File: src/rtl/fade_ola.sv
// -----------------------------------------------------------------------------
// fade_ola -- 50 % overlap-add stage of the fading-channel synthesis chain.
//
// Consumes windowed time-domain frames of N complex samples, each tagged with
// its in-frame index. The first half of every frame is summed with the stored
// second half of the previous frame and emitted as a saturated complex stream
// of N/2 samples per frame. The second half of each frame is stored in the
// tail buffer for the next frame.
//
// Ports
//   clk         in   rising-edge clock
//   reset       in   asynchronous, active-high reset
//   dv_in       in   input sample valid (no backpressure)
//   index       in   in-frame sample index, 0..N-1
//   din_imag    in   signed imaginary input sample
//   din_real    in   signed real input sample
//   dv_out      out  output sample valid (2 cycles after the head input)
//   dout_imag   out  signed saturated imaginary output
//   dout_real   out  signed saturated real output
//   dout_sof    out  first output sample of a hop (dout_index == 0)
//   dout_index  out  position within the hop, 0..N/2-1
//   frame_err   out  one-cycle pulse on an index sequence violation
//   sat_count   out  number of clamped output samples, sticks at 0xFFFF
// -----------------------------------------------------------------------------
module fade_ola #(
   parameter int N     = 32,
   parameter int W     = 16,
   parameter int IDX_W = 5
) (
   input  logic                 clk,
   input  logic                 reset,
   input  logic                 dv_in,
   input  logic [IDX_W-1:0]     index,
   input  logic signed [W-1:0]  din_imag,
   input  logic signed [W-1:0]  din_real,
   output logic                 dv_out,
   output logic signed [W-1:0]  dout_imag,
   output logic signed [W-1:0]  dout_real,
   output logic                 dout_sof,
   output logic [IDX_W-2:0]     dout_index,
   output logic                 frame_err,
   output logic [15:0]          sat_count
);

   localparam int HALF = N / 2;

   localparam logic [IDX_W-1:0] IDX_ZERO      = '0;
   localparam logic [IDX_W-1:0] IDX_ONE       = IDX_W'(1);
   localparam logic [IDX_W-1:0] IDX_LAST_HEAD = IDX_W'(HALF - 1);
   localparam logic [IDX_W-1:0] IDX_LAST      = IDX_W'(N - 1);

   localparam logic signed [W-1:0] SAT_MAX = {1'b0, {(W-1){1'b1}}};
   localparam logic signed [W-1:0] SAT_MIN = {1'b1, {(W-1){1'b0}}};

   typedef enum logic [1:0] {
      WAIT_SOF,
      HEAD,
      TAIL
   } state_t;

   state_t               state;
   state_t               next_state;
   logic [IDX_W-1:0]     expected;
   logic [IDX_W-1:0]     next_expected;

   // Decoded per-cycle actions.
   logic                 head_acc;   // sample accepted into the output path
   logic                 tail_wr;    // sample stored into the tail buffer
   logic                 seq_err;    // index sequence violation this cycle

   // Tail buffer: second half of the previous frame.
   logic signed [W-1:0]  tail_re [HALF];
   logic signed [W-1:0]  tail_im [HALF];

   // Low index bits address the tail in both halves because HALF is a power
   // of two: index-N/2 in the tail half equals these bits.
   logic [IDX_W-2:0]     tail_addr;
   logic signed [W-1:0]  rd_re;
   logic signed [W-1:0]  rd_im;
   logic signed [W:0]    sum_re;
   logic signed [W:0]    sum_im;

   // Pipeline stage 1: unsaturated sum.
   logic                 s1_valid;
   logic signed [W:0]    s1_re;
   logic signed [W:0]    s1_im;
   logic [IDX_W-2:0]     s1_idx;

   // Saturation of stage 1 result.
   logic signed [W-1:0]  sat_re;
   logic signed [W-1:0]  sat_im;
   logic                 clip_re;
   logic                 clip_im;

   assign tail_addr = index[IDX_W-2:0];

   // ---------------------------------------------------------------------------
   // Sequence decode
   // ---------------------------------------------------------------------------
   always_comb begin
      // NOTE: every output of this block gets a default first, so no path
      // through the case/if tree can leave a signal unassigned and infer a latch.
      head_acc      = 1'b0;
      tail_wr       = 1'b0;
      seq_err       = 1'b0;
      next_state    = state;
      next_expected = expected;

      if (dv_in) begin
         unique case (state)
            WAIT_SOF: begin
               // Anything but a frame start is dropped without complaint.
               if (index == IDX_ZERO) begin
                  head_acc      = 1'b1;
                  next_state    = HEAD;
                  next_expected = IDX_ONE;
               end
            end
            HEAD: begin
               if (index == expected) begin
                  head_acc      = 1'b1;
                  next_expected = index + IDX_ONE;
                  if (index == IDX_LAST_HEAD) next_state = TAIL;
               end else begin
                  seq_err = 1'b1;
               end
            end
            TAIL: begin
               if (index == expected) begin
                  tail_wr       = 1'b1;
                  // Wraps from N-1 to 0, the start of the next frame.
                  next_expected = index + IDX_ONE;
                  if (index == IDX_LAST) next_state = HEAD;
               end else begin
                  seq_err = 1'b1;
               end
            end
            default: begin
               next_state = WAIT_SOF;
            end
         endcase

         // A violating index 0 restarts a frame against the cleared tail.
         if (seq_err) begin
            if (index == IDX_ZERO) begin
               head_acc      = 1'b1;
               next_state    = HEAD;
               next_expected = IDX_ONE;
            end else begin
               next_state    = WAIT_SOF;
               next_expected = IDX_ZERO;
            end
         end
      end
   end

   // ---------------------------------------------------------------------------
   // Overlap sum (W+1 bits, cannot overflow)
   // ---------------------------------------------------------------------------
   always_comb begin
      // The tail is being cleared this cycle on a violation, so a restarted
      // frame must already see zeros.
      rd_re = '0;
      rd_im = '0;
      if (!seq_err) begin
         rd_re = tail_re[tail_addr];
         rd_im = tail_im[tail_addr];
      end
      sum_re = {din_real[W-1], din_real} + {rd_re[W-1], rd_re};
      sum_im = {din_imag[W-1], din_imag} + {rd_im[W-1], rd_im};
   end

   // ---------------------------------------------------------------------------
   // Clamp to W bits: overflow iff the two top bits of the W+1 sum differ.
   // ---------------------------------------------------------------------------
   always_comb begin
      clip_re = (s1_re[W] != s1_re[W-1]);
      clip_im = (s1_im[W] != s1_im[W-1]);
      sat_re  = s1_re[W-1:0];
      sat_im  = s1_im[W-1:0];
      if (clip_re) sat_re = s1_re[W] ? SAT_MIN : SAT_MAX;
      if (clip_im) sat_im = s1_im[W] ? SAT_MIN : SAT_MAX;
   end

   // ---------------------------------------------------------------------------
   // Sequencing FSM
   // ---------------------------------------------------------------------------
   always_ff @(posedge clk or posedge reset) begin
      // NOTE: sequential state uses non-blocking assignments so every flop
      // samples the pre-edge values regardless of statement order.
      if (reset) begin
         state     <= WAIT_SOF;
         expected  <= IDX_ZERO;
         frame_err <= 1'b0;
      end else begin
         state     <= next_state;
         expected  <= next_expected;
         frame_err <= seq_err;
      end
   end

   // ---------------------------------------------------------------------------
   // Tail buffer
   // ---------------------------------------------------------------------------
   always_ff @(posedge clk or posedge reset) begin
      // NOTE: this storage is deliberately built from resettable flops, not a
      // RAM: both reset and a sequence violation must zero all entries at once.
      if (reset) begin
         for (int i = 0; i < HALF; i++) begin
            tail_re[i] <= '0;
            tail_im[i] <= '0;
         end
      end else if (seq_err) begin
         for (int i = 0; i < HALF; i++) begin
            tail_re[i] <= '0;
            tail_im[i] <= '0;
         end
      end else if (tail_wr) begin
         tail_re[tail_addr] <= din_real;
         tail_im[tail_addr] <= din_imag;
      end
   end

   // ---------------------------------------------------------------------------
   // Stage 1: registered sum
   // ---------------------------------------------------------------------------
   always_ff @(posedge clk or posedge reset) begin
      if (reset) begin
         s1_valid <= 1'b0;
         s1_re    <= '0;
         s1_im    <= '0;
         s1_idx   <= '0;
      end else begin
         s1_valid <= head_acc;
         if (head_acc) begin
            s1_re  <= sum_re;
            s1_im  <= sum_im;
            s1_idx <= tail_addr;
         end
      end
   end

   // ---------------------------------------------------------------------------
   // Stage 2: registered saturated output and clip statistics
   // ---------------------------------------------------------------------------
   always_ff @(posedge clk or posedge reset) begin
      if (reset) begin
         dv_out     <= 1'b0;
         dout_real  <= '0;
         dout_imag  <= '0;
         dout_sof   <= 1'b0;
         dout_index <= '0;
         sat_count  <= '0;
      end else begin
         dv_out   <= s1_valid;
         dout_sof <= s1_valid && (s1_idx == '0);
         if (s1_valid) begin
            dout_real  <= sat_re;
            dout_imag  <= sat_im;
            dout_index <= s1_idx;
            if ((clip_re || clip_im) && (sat_count != 16'hFFFF)) begin
               sat_count <= sat_count + 16'd1;
            end
         end
      end
   end

endmodule

File: config.mk
export PLATFORM = sky130hd
export DESIGN_NAME = fade_ola
export DESIGN_NICKNAME = d
export VERILOG_FILES = /design/src/rtl/fade_ola.sv
export SDC_FILE = /design/constraint.sdc
export NUM_CORES = 1
export LEC_CHECK = 0
export CAP_MARGIN = 20
export CORE_MARGIN = 4
export CORE_UTILIZATION = 30
export DETAILED_ROUTE_END_ITERATION = 6
export HOLD_SLACK_MARGIN = 0.02
export PLACE_DENSITY_LB_ADDON = 0.25
export SETUP_SLACK_MARGIN = 0.2
export SLEW_MARGIN = 40
export SYNTH_ARGS = -nofsm -noshare
export SYNTH_HDL_FRONTEND = slang
export SYNTH_SLANG_ARGS = --single-unit
export TNS_END_PERCENT = 20
File: constraint.sdc
create_clock -name clk -period 20.7 [get_ports clk]
set_input_delay 2.07 -clock clk [delete_from_list [all_inputs] [get_ports clk]]
set_output_delay 2.07 -clock clk [all_outputs]
set_load 0.01 [all_outputs]
==> results.cfg <==
[pwr]
leakage_uw = 0.0149
power_switching_uw = 941
pwr-share-clk_pct = 38.6
power_density_nw_per_um2 = 88.9
p_sw_share_pct = 30.3
power_frac_comb_pct = 18.5
peakVddDrop_mv = 0.0551
seqPwrFrac_pct = 43.0
p_int_uw = 2160

[synthesis]
synth_async_sr_flop_share_pct = 100
ys_ff_latch = 613
synth_cells = 2549
synth_nets = 2639
yosys_warnings = 0
synth_ff_type = dfrtp_1
synth_cell_type_count = 58
ys_seq_area_share_pct = 50.0
avgSynthCellArea_sq_um = 12.0
synth-edff-count = 0
syn_area_sq_um = 30700

[clock_tree]
numCtsBuffers = 68
clk_path_buf_depth = 3
holdBufCountCts = 0
cts_setup_buffers = 0
cts.sinks = 613
root_buffer = clkbuf_16
clk_pin_slew_ns = 0.06
clkLatencyLatePin_ns = 0.61
cts_tree = yes
cts.repair.resized = 0
htreeDepth = 3

[detailed_routing]
drcViolationCount = 0
drtIter0Drc = 1405
dr.pass1.iters = 5
ant_nets = 0
viasPerCell = 4.98
vias = 19800
wl_per_cell_microns = 20.8
wl_mm = 82.6

[timing]
setup_violations = 0
finalClockSkew_ns = 0.0251
fmax_mhz = 152
slew_viol_final = 0
max_slew_margin_pct = 42.5
tns_ns = 0
period_needed_ns = 6.56
timing.final.crit_share_pct = 31.7
timing.final.hold_violations = 0
worst_slew_pin_slew_ns = 0.860
rsz0062_at_grt = no

[critical_path]
cp.arrival_ns = 7.03
critPathTopFamily = buffers and inverters
reg2regPathDepth = 14
critPathLaunchType = input pin
crit_path_end_kind = register
required_ns = 21.16
crit_chain = clkdlybuf4s50_1, xor2_1, nor3_4, nand2_1, and3_4, buf_6, buf_12, buf_16, nor2b_1, ha_1, a21oi_1, nand2_1, and2_1, a31oi_1, xor2_1, o21ai_0
path_buf_inv = 4
crit_fanout = 142
setup.worst_path.class = input pin to register
critPathMaxStageDelay_ns = 0.68
cp_slowest_cell = and3_4
crit_cells = 16

[floorplan]
die_w_microns = 328
boundaryPins = 95
coreArea_sq_um = 102000
dieArea_sq_um = 108000
die_y_microns = 328
rows = 117
initial_core_util_pct = 30.2

[placed_design]
globalplace.congestion = 0.817
placedInstanceArea_sq_um = 32700
port_buffers = 94
place.detailed.hpwl_mm = 48.0

[status]
status = finished clean

[hold_path]
hold_class = register to register
hold-path-cell-count = 1

[grt]
grt_pass1_wl_mm = 129
grt_pass1_vias = 20600
grt_max_degree = 143
antenna_found_initial = 7
grt_util_all_layers_pct = 15.4
grt_overflow = 0

[layout]
drive_gt1_share_pct = 13.4
num-nets-final = 2639
design_area_sq_um = 34900
area_delta_synth_final_pct = 13.8
post-route-util_pct = 34.3

[run]
cap_violations = 0
-- cell type report --
type,count,area [sq um]
timing repair buffer,135,1370
multi-input combinational,1707,14200
tap,1368,1710
clock inverter,19,228
antenna,4,10.0
sequential,613,15300
inverter,24,103
fill,10000,66800
clock buffer,98,1950
-- routing by layer --
layer	GRT usage, %	vias up	share of wire [%]
met4	4.31	4	2.0
met3	2.56	95	4.9
met2	24.7	408	47
met1	21.6	10300	46
li1	-	8943	-
met5	0	-	0.025
-- worst register-to-register path: stages, from the launching register on --
cell     delay [ns]
dfrtp_1        0.40
inv_1          0.10
ha_1           0.41
and3_4         0.71
buf_6          0.61
buf_12         0.44
buf_16         0.49
nor2b_1        0.18
ha_1           0.38
a21oi_1        0.29
nand2_1        0.12
and2_1         0.19
a31oi_1        0.23
xor2_1         0.15
o21ai_0        0.08
-- worst paths after layout --
kind | startpoint | to | slack (ns)
worst max-delay path | index[4] | s1_re[15] | 14.14
min in group asynchronous | reset | sat_count[7] | 1.92
worst min register to register | s1_idx[2] | dout_sof | 0.45
worst min-delay path | s1_idx[2] | dout_sof | 0.45
worst max register to register | state[0] | s1_re[15] | 15.76
max in group asynchronous | reset | tail_im[106] | 16.91
-- state kept, by name, summed over array words and instances, names as in the netlist --
name and flops:
dout_imag 16, dout_index 4, dout_real 16, dout_sof 1, dv_out 1, expected 5, frame_err 1, s1_idx 4
s1_im 17, s1_re 17, s1_valid 1, sat_count 16, state 2, tail_im 256, tail_re 256
-- Yosys cell counts (13+ instances only) --
cell type,instances,area share (%)
nor2b_1,33,0.67
nand2_1,63,0.77
nand3_1,13,0.21
a21oi_1,90,1.5
ha_1,48,2.0
dfrtp_1,613,50
nor2_1,564,6.9
xor2_1,20,0.57
buf_2,59,0.96
inv_1,24,0.29
mux4_2,160,12
mux2i_1,515,17
buf_4,19,0.46
clkbuf_1,79,0.97
buf_1,18,0.22
buf_6,30,1.1
o21ai_0,44,0.72
xnor2_1,27,0.77
-- placed cells by master, fill, tap and decap left out, types with 13 or more instances in the layout --
cell type / count
xor2_1: 20
buf_4: 21
buf_6: 15
mux4_2: 160
inv_1: 23
ha_1: 48
clkbuf_16: 70
dfrtp_1: 612
nor2_1: 562
nand2_1: 63
a21oi_1: 90
mux2i_1: 515
xnor2_1: 27
clkbuf_1: 19
nor2b_1: 33
o21ai_0: 44
clkdlybuf4s50_1: 87
nand3_1: 13
-- kinds of logic after synthesis --
kind of cell,count (synthesis),share of synthesized area [%]
simple gates,731,9.90
buf+inv,229,4.01
mux,687,29.0
xor+xnor,47,1.34
fa+ha+maj,50,2.09
flops,613,50.0
compound gates,192,3.73
-- power by group through the flow --
| stage | combinational [uW] | clock (uW) | sequential, uW |
|---|---|---|---|
| finish | 574 | 1200 | 1330 |
| global route | 637 | 1290 | 1340 |
| CTS | 581 | 1240 | 1330 |
| detailed placement | 577 | 0 | 1360 |
| global placement | 560 | 0 | 1350 |
| floorplan | 369 | 0 | 1360 |
-- through the flow --
step / total power, uW / cells / hold WS [ns] / worst slack, ns
after floorplan: 1720 / 2549 / 0.352 / 1.47
after global placement: 1910 / 3843 / 0.444 / 12.91
after detailed placement: 1930 / 3846 / 0.447 / 13.39
after CTS: 3150 / 3963 / 0.456 / 14.03
after global routing: 3270 / 3964 / 0.468 / 13.79
final: 3110 / 3968 / 0.449 / 14.14
No activity file was read; power rests on OpenSTA's default activity.
